## src/rtl/wtm_pipe_pkg.sv

```systemverilog
// wtm_pipe_pkg: shared constants and elaboration-time helpers for the
// pipelined Wallace-tree multiplier.
//   WTM_LATENCY          cycles from input transfer to out_valid (no stall)
//   WTM_WIDTH_MIN/MAX    legal operand widths
//   wtm_rows_after()     row count after one level of 3:2 compression
//   wtm_rows_at()        row count entering a given tree level
//   wtm_tree_levels()    number of levels needed to reach two rows
package wtm_pipe_pkg;

  localparam int WTM_LATENCY   = 3;
  localparam int WTM_WIDTH_MIN = 2;
  localparam int WTM_WIDTH_MAX = 16;

  // Every complete group of three rows becomes two; leftovers pass through.
  function automatic int wtm_rows_after(input int n);
    return 2 * (n / 3) + (n % 3);
  endfunction

  function automatic int wtm_rows_at(input int r0, input int lvl);
    int n;
    n = r0;
    for (int i = 0; i < lvl; i++) n = wtm_rows_after(n);
    return n;
  endfunction

  function automatic int wtm_tree_levels(input int r0);
    int n;
    int c;
    n = r0;
    c = 0;
    while (n > 2) begin
      n = wtm_rows_after(n);
      c++;
    end
    return c;
  endfunction

endpackage

```

## src/rtl/wtm_csa_row.sv

```systemverilog
// wtm_csa_row: one row of full adders (3:2 counters) across W bit columns.
//   a, b, c  three addend vectors of the same weight
//   sum      bitwise sum
//   carry    majority bits shifted left by one; the carry out of the MSB
//            is dropped because the product is taken modulo 2^W
module wtm_csa_row #(
  parameter int W = 10
) (
  input  logic [W-1:0] a,
  input  logic [W-1:0] b,
  input  logic [W-1:0] c,
  output logic [W-1:0] sum,
  output logic [W-1:0] carry
);

  always_comb begin
    sum   = a ^ b ^ c;
    carry = '0;
    for (int k = 1; k < W; k++) begin
      carry[k] = (a[k-1] & b[k-1]) | (a[k-1] & c[k-1]) | (b[k-1] & c[k-1]);
    end
  end

endmodule

```

## src/rtl/wtm_pipe.sv

```systemverilog
// wtm_pipe: 3-stage pipelined Wallace-tree multiplier, unsigned or
// two's-complement per transaction.
//   clock, reset_n          rising-edge clock, asynchronous active-low reset
//   in_valid/in_ready       operand handshake (in1, in2, signed_mode)
//   out_valid/out_ready     result handshake (out, ovf)
//   out                     2*WIDTH-bit product
//   ovf                     product does not fit in WIDTH bits of the
//                           selected signedness
// Stages: S1 registers the partial-product matrix, S2 registers the two
// rows left by the CSA tree, S3 registers the carry-propagate sum.
//
// Handshake: a transfer happens on a rising edge where valid && ready.
// The only stall source is a presented result that is not taken
// (out_valid && !out_ready); then every stage holds and in_ready drops
// in the same cycle. Otherwise all stages, bubbles included, advance.
module wtm_pipe
  import wtm_pipe_pkg::*;
#(
  parameter int WIDTH = 5
) (
  input  logic               clock,
  input  logic               reset_n,
  input  logic               in_valid,
  output logic               in_ready,
  input  logic [WIDTH-1:0]   in1,
  input  logic [WIDTH-1:0]   in2,
  input  logic               signed_mode,
  output logic               out_valid,
  input  logic               out_ready,
  output logic [2*WIDTH-1:0] out,
  output logic               ovf
);

  localparam int P    = 2 * WIDTH;
  // WIDTH partial-product rows plus one row for the Baugh-Wooley constants.
  localparam int R0   = WIDTH + 1;
  localparam int NLVL = wtm_tree_levels(R0);

  if (WIDTH < WTM_WIDTH_MIN || WIDTH > WTM_WIDTH_MAX) begin : g_width_check
    $error("wtm_pipe: WIDTH %0d outside legal range %0d..%0d",
           WIDTH, WTM_WIDTH_MIN, WTM_WIDTH_MAX);
  end

  logic         stall;
  logic         v1_q, v1_d, v2_q, v2_d, ovalid_q, ovalid_d;
  logic         sgn1_q, sgn1_d, sgn2_q, sgn2_d;
  logic [P-1:0] pp_q [R0];
  logic [P-1:0] pp_d [R0];
  logic [P-1:0] rows_q [2];
  logic [P-1:0] rows_d [2];
  logic [P-1:0] out_q, out_d;
  logic         ovf_q, ovf_d;
  logic [P-1:0] lvl [NLVL+1][R0];
  logic [P-1:0] sum;
  logic [WIDTH:0] hi;
  logic         bit_v;

  // Stage control: valid and signedness travel with their data.
  always_comb begin
    stall    = ovalid_q && !out_ready;
    in_ready = !stall;
    v1_d     = in_valid;
    sgn1_d   = signed_mode;
    v2_d     = v1_q;
    sgn2_d   = sgn1_q;
    ovalid_d = v2_q;
  end

  // S1: partial-product matrix. In signed mode the cross terms involving
  // exactly one sign bit are inverted and 1s are added at bits WIDTH and
  // 2*WIDTH-1 (modified Baugh-Wooley); the sum then wraps mod 2^(2*WIDTH).
  always_comb begin
    bit_v = 1'b0;
    for (int i = 0; i < R0; i++) pp_d[i] = '0;
    for (int i = 0; i < WIDTH; i++) begin
      for (int j = 0; j < WIDTH; j++) begin
        bit_v = in1[j] & in2[i];
        if (signed_mode && ((i == WIDTH - 1) != (j == WIDTH - 1))) bit_v = ~bit_v;
        pp_d[i][i+j] = bit_v;
      end
    end
    if (signed_mode) begin
      pp_d[WIDTH][WIDTH] = 1'b1;
      pp_d[WIDTH][P-1]   = 1'b1;
    end
  end

  // S2: Wallace tree. Each level compresses groups of three rows into two;
  // rows beyond the live count of a level are tied to zero.
  for (genvar j = 0; j < R0; j++) begin : g_lvl0
    assign lvl[0][j] = pp_q[j];
  end

  for (genvar l = 0; l < NLVL; l++) begin : g_lvl
    localparam int N  = wtm_rows_at(R0, l);
    localparam int G  = N / 3;
    localparam int NN = wtm_rows_after(N);
    for (genvar g = 0; g < G; g++) begin : g_csa
      wtm_csa_row #(.W(P)) u_csa (
        .a     (lvl[l][3*g]),
        .b     (lvl[l][3*g+1]),
        .c     (lvl[l][3*g+2]),
        .sum   (lvl[l+1][2*g]),
        .carry (lvl[l+1][2*g+1])
      );
    end
    for (genvar k = 0; k < N % 3; k++) begin : g_pass
      assign lvl[l+1][2*G+k] = lvl[l][3*G+k];
    end
    for (genvar k = NN; k < R0; k++) begin : g_zero
      assign lvl[l+1][k] = '0;
    end
  end

  always_comb begin
    rows_d[0] = lvl[NLVL][0];
    rows_d[1] = lvl[NLVL][1];
  end

  // S3: carry-propagate add; the carry out of the top bit is discarded.
  // The output register is only reloaded by a valid stage, so the last
  // result stays visible across bubbles.
  always_comb begin
    sum   = rows_q[0] + rows_q[1];
    hi    = sum[P-1:WIDTH-1];
    out_d = out_q;
    ovf_d = ovf_q;
    if (v2_q) begin
      out_d = sum;
      if (sgn2_q) ovf_d = !((hi == '0) || (hi == '1));
      else        ovf_d = |sum[P-1:WIDTH];
    end
  end

  always_ff @(posedge clock or negedge reset_n) begin
    if (!reset_n) begin
      v1_q      <= 1'b0;
      v2_q      <= 1'b0;
      ovalid_q  <= 1'b0;
      sgn1_q    <= 1'b0;
      sgn2_q    <= 1'b0;
      for (int i = 0; i < R0; i++) pp_q[i] <= '0;
      rows_q[0] <= '0;
      rows_q[1] <= '0;
      out_q     <= '0;
      ovf_q     <= 1'b0;
    end else if (!stall) begin
      v1_q      <= v1_d;
      v2_q      <= v2_d;
      ovalid_q  <= ovalid_d;
      sgn1_q    <= sgn1_d;
      sgn2_q    <= sgn2_d;
      for (int i = 0; i < R0; i++) pp_q[i] <= pp_d[i];
      rows_q[0] <= rows_d[0];
      rows_q[1] <= rows_d[1];
      out_q     <= out_d;
      ovf_q     <= ovf_d;
    end
  end

  assign out_valid = ovalid_q;
  assign out       = out_q;
  assign ovf       = ovf_q;

endmodule

```

## config.mk

```make
export PLATFORM = sky130hd
export DESIGN_NAME = wtm_pipe
export DESIGN_NICKNAME = d
export VERILOG_FILES = /design/src/rtl/wtm_pipe_pkg.sv /design/src/rtl/wtm_csa_row.sv /design/src/rtl/wtm_pipe.sv
export SDC_FILE = /design/constraint.sdc
export NUM_CORES = 1
export LEC_CHECK = 0
export BUFFER_PORTS_ARGS = -buffer_cell sky130_fd_sc_hd__buf_4
export CAP_MARGIN = 30
export CORE_ASPECT_RATIO = 0.8
export CORE_MARGIN = 5
export CORE_UTILIZATION = 48
export CTS_BUF_LIST = sky130_fd_sc_hd__clkbuf_4 sky130_fd_sc_hd__clkbuf_8 sky130_fd_sc_hd__clkbuf_16
export DETAILED_ROUTE_END_ITERATION = 8
export PLACE_DENSITY = 0.77
export REMOVE_ABC_BUFFERS = 1
export SYNTH_ARGS = -nofsm -noshare
export SYNTH_HDL_FRONTEND = slang
export SYNTH_SLANG_ARGS = --single-unit
```

## constraint.sdc

```tcl
create_clock -name clock -period 5.2 [get_ports clock]
set_clock_uncertainty 0.15 [all_clocks]
set_input_delay 0.78 -clock clock [delete_from_list [all_inputs] [get_ports clock]]
set_output_delay 0.78 -clock clock [all_outputs]
set_load 0.01 [all_outputs]
```

**After elaboration in Yosys (flattened, before gate mapping)**

Cells that the tools add are included.

- Bits of input ports: 15
- Flip-flop bits (word level): 60

- Mux-type cells: 10
- Reduce and logical (&&, ||, !) cells: 8
- Bitwise gates (word level): 120
- Eq/ne operators: 1
- Add/subtract/negate cells: 1

Operators by type and width:

| kind | count |
|---|---|
| $and A1 B1 Y1 | 77 |
| $or A1 B1 Y1 | 26 |
| $xor A10 B10 Y10 | 2 |
| $xor A10 B7 Y10 | 2 |
| $add A10 B10 Y10 | 1 |
| $mux W1 | 10 |
| $xor A10 B9 Y10 | 1 |
| $xor A9 B10 Y10 | 1 |
| $not A1 Y1 | 9 |
| $xor A8 B9 Y9 | 1 |
| $eq A6 B6 Y1 const B | 1 |
| $logic_not A6 Y1 | 1 |
| $xor A5 B6 Y6 | 1 |
| $reduce_or A5 Y1 | 1 |
| $logic_not A1 Y1 | 3 |
| $reduce_and A2 Y1 | 1 |
| $logic_and A1 B1 Y1 | 1 |
| $logic_or A1 B1 Y1 | 1 |

**Longest topological paths before layout**

- Word-level depth: 9
- Gate-level depth with buffers: 7

**By module**

A second synthesis with hierarchy kept.

- Cell total of the unflattened synthesis: 355
- Area, all modules: 3713.6 um2

Modules (own cells, without submodules):

| module | cells each | sequential area each (um2) | area each (um2) | times used |
|---|---|---|---|---|
| wtm_pipe | 307 | 1526.5 | 2852.7 | 1 |
| wtm_csa_row | 12 | 0.0 | 215.2 | 4 |

**Worst setup path before layout**

Ideal clock, no wire load.

- Path kind: reg2reg
- From: register, netlist name sgn1_q
- To: register rows_q[15] (netlist bit)
- Buffers on the path: 0
- Data arrival time: 2098 ps
- Required time: 4985 ps
- Stages on the path, launching flop included: 8
- Library setup time: 65 ps
- Clock period less this slack: 2313 ps
- Slack: 2887 ps
- Cells stage by stage: dfrtp_1 fa_1 inv_1 fa_1 inv_1 fa_1 nand2_1 nand2_1

RTL lines:

| what | RTL line | text |
|---|---|---|
| end: declaration | wtm_pipe.sv:49 | `logic [P-1:0] rows_q [2];` |

**Final worst setup path**

- From: input out_ready
- To: output in_ready

- Cells in the longest elaborated chain, start to end: 3

RTL lines:

| what | RTL line | text |
|---|---|---|
| start: declaration | wtm_pipe.sv:29 | `input logic out_ready,` |
| $logic_not A1 Y1 | wtm_pipe.sv:60 | `stall = ovalid_q && !out_ready;` |
| $logic_and A1 B1 Y1 | wtm_pipe.sv:60 |  |
| $logic_not A1 Y1 | -- |  |
| end: declaration | wtm_pipe.sv:24 | `output logic in_ready,` |

Every way passes these cells.

==> impl_metrics.ini <==
[sta]
hold_viol = 0
fin_crit_sh_pct = 58.1
finalSetupTns_ps = 0
hold-worst-slack_ps = 319
fmax_mhz = 331
maxSlewViolCount = 0
finalCriticalPeriod_ps = 3020
slew_headroom_pct = 53.4
finalSetupViolations = 0
worstMarginPinSlew_ps = 699
rsz0062_at_grt = false

[clock_network]
cts_tree = done
cts_root_buf = clkbuf_8
clk_latency_ps = 300
cts_made_buffers = 5
h-tree-depth = 2
cts_num_sinks = 56
post_cts_resized = 0
cts_hold_buf = 0
clk_pin_slew_worst_paths_ps = 100
postCtsSetupBuffers = 0
clock_path_buffers = 2

[global_routing]
grt_pass1_wl_um = 9250
grt_pass1_vias = 1978
grt_max_degree = 57
grt_overflow = 0
antenna_found_initial = 0
globalRouteTotalUtil_pct = 15.5

[placed_design]
port_buffers = 27
dpl_cell_area_um2 = 3070
dp_hpwl_um = 3720
gp_congestion = 0.780

[routing]
routed-wl-met3_um = 219
antenna_violating_nets_post_route = 0
met1Wirelength_um = 2500
first_pass_iters = 5
vias = 1929
drt-initial-drc-count = 102
post-route-drc-count = 0
highest_layer = met4
vias_per_cell = 4.93
drt-total-wl_um = 5160
wl_per_cell_um = 13.2
wl_met2_um = 2380

[floorplanning]
initial_core_util_pct = 50.5
die_area_um2 = 7480
io-pin-count = 28
fp.coreArea_um2 = 5560
rows = 24
die_width_um = 95.5
die_h_um = 78.4

[cells_and_area]
final_cell_area_um2 = 3190
synthToLayoutAreaGrowth_pct = 13.9
diodes = 0
layout-drive-gt1-share_pct = 14.7
final_nets = 353

[worst_setup_path]
worst-r2r-cell-count = 7
r2r-end = ovf
crit_type = primary input to output port
crit-reg2reg-launch = out_valid
worstPathMaxFanout = 50
cp.required_ps = 4270
critPathLaunchType = primary input
r2r_slack_ps = 2370
cp.arrival_ps = 2090
worst_setup_path_end_kind = output port

[power_and_ir_drop]
power.density_nw_per_um2 = 510
peakVddDrop_uv = 189
p_leak_nw = 1.68

[synth]
async_reset_ff_share_pct = 100
syn_inst = 289
synth_cell_types = 23
synth_warnings = 0
synth_top_flop_cell = dfrtp_1
synth.avg_cell_area_um2 = 9.70
synth_edf_count = 0
synth_seq_area_share_pct = 50.0
synth-seq-cells = 56
syn-cell-area_um2 = 2800

[hold_path]
min_to = rows_q[11]
hold_depth = 2
hold_path.startpoint = rows_q[11]
hp-class = flop to flop

[job]
max_cap_viol_count = 0

[run_status]
status = complete, no violations
==> layout make-up <==
type                    count  area, um2
fillers                   493       2360
flip-flops and latches     56       1400
multi-input cells         199       1270
repair buffers             28        210
well taps                  78       97.6
clock buffers               7       96.3
inverters                  22       82.6
clock inverters             1       30.0
==> flip-flops by register name (all words and copies together) (netlist names) <==
signal	cells
ovf	1
out	10
rows_q	15
v1_q	1
ovalid_d	1
out_valid	1
lvl	25
sgn2_q	1
sgn1_q	1
==> cell usage in the layout, fill, tap and decap left out, drive strengths merged, types with 4 or more instances in the layout <==
cell,synthesis,layout
buf,2,28
a21oi,4,4
nand2,106,106
inv,22,22
clkbuf,10,7
xor2,10,10
mux2,6,6
fa,12,12
nand3,18,18
o21ai,15,15
dfrtp,56,56
ha,14,14
==> layer usage <==
metal	track usage, %	up-vias
li1	-	955
met1	22.6	929
met2	23.9	39
met3	3.25	6
met4	3.84	0
met5	0	-
==> where the power goes <==
part	internal, W	total, W	switching (W)
clock	0.000170	0.000305	0.000135
sequential	0.000576	0.000664	0.0000880
combinational	0.000284	0.000659	0.000375
total	0.00103	0.00163	0.000597
==> logic make-up (layout without fill, tap and decap cells) <==
| group | count (synthesis) | in the layout | synth area share, % |
|---|---|---|---|
| compound gates | 26 | 26 | 5.49 |
| xor+xnor | 13 | 13 | 4.06 |
| buf+inv | 34 | 58 | 4.64 |
| flops | 56 | 56 | 50.0 |
| simple gates | 128 | 128 | 18.6 |
| fa+ha+maj | 26 | 26 | 14.8 |
| mux | 6 | 6 | 2.41 |
==> synth_stat cells, types with 2 or more instances <==
library cell	instances	area, um2
a21o_1	3	22.5
xor2_1	10	87.6
fa_1	12	240
o21ai_0	15	75.1
ha_1	14	175
a21oi_1	3	15.0
a211oi_1	2	15.0
xnor2_1	3	26.3
buf_2	2	10.0
inv_1	21	78.8
dfrtp_1	56	1400
mux2_2	6	67.6
clkbuf_1	10	37.5
nand3_1	18	90.1
nand2_1	106	398
==> worst max path at each step <==
stage	startpoint	to	slack (ps)	depth (start not counted)
4_1_cts	out_ready	in_ready	2170	5
3_5_place_dp	out_ready	ovf	2010	8
5_1_grt	out_ready	in_ready	2030	5
2_1_floorplan	out_ready	ovf	870	6
3_3_place_gp	out_ready	ovf	2060	8
6_report	out_ready	in_ready	2180	5
==> stage by stage <==
| stage | worst slack (ps) | cells | total power (W) | utilization, % |
|---|---|---|---|---|
| after floorplan | 869 | 277 | 0.00112 | - |
| after global placement | 2060 | 383 | 0.00131 | 55.2 |
| after detailed placement | 2010 | 383 | 0.00134 | 55.2 |
| after CTS | 2170 | 391 | 0.00165 | 57.5 |
| after global routing | 2030 | 391 | 0.00179 | 57.5 |
| final | 2180 | 391 | 0.00163 | 57.5 |
==> worst max-delay path, stage by stage <==
cell and delay [ps]:
buf_4 110, nor2b_2 90, buf_4 410, inv_2 410
buf_4 270
(Power assumes the default switching activity.)
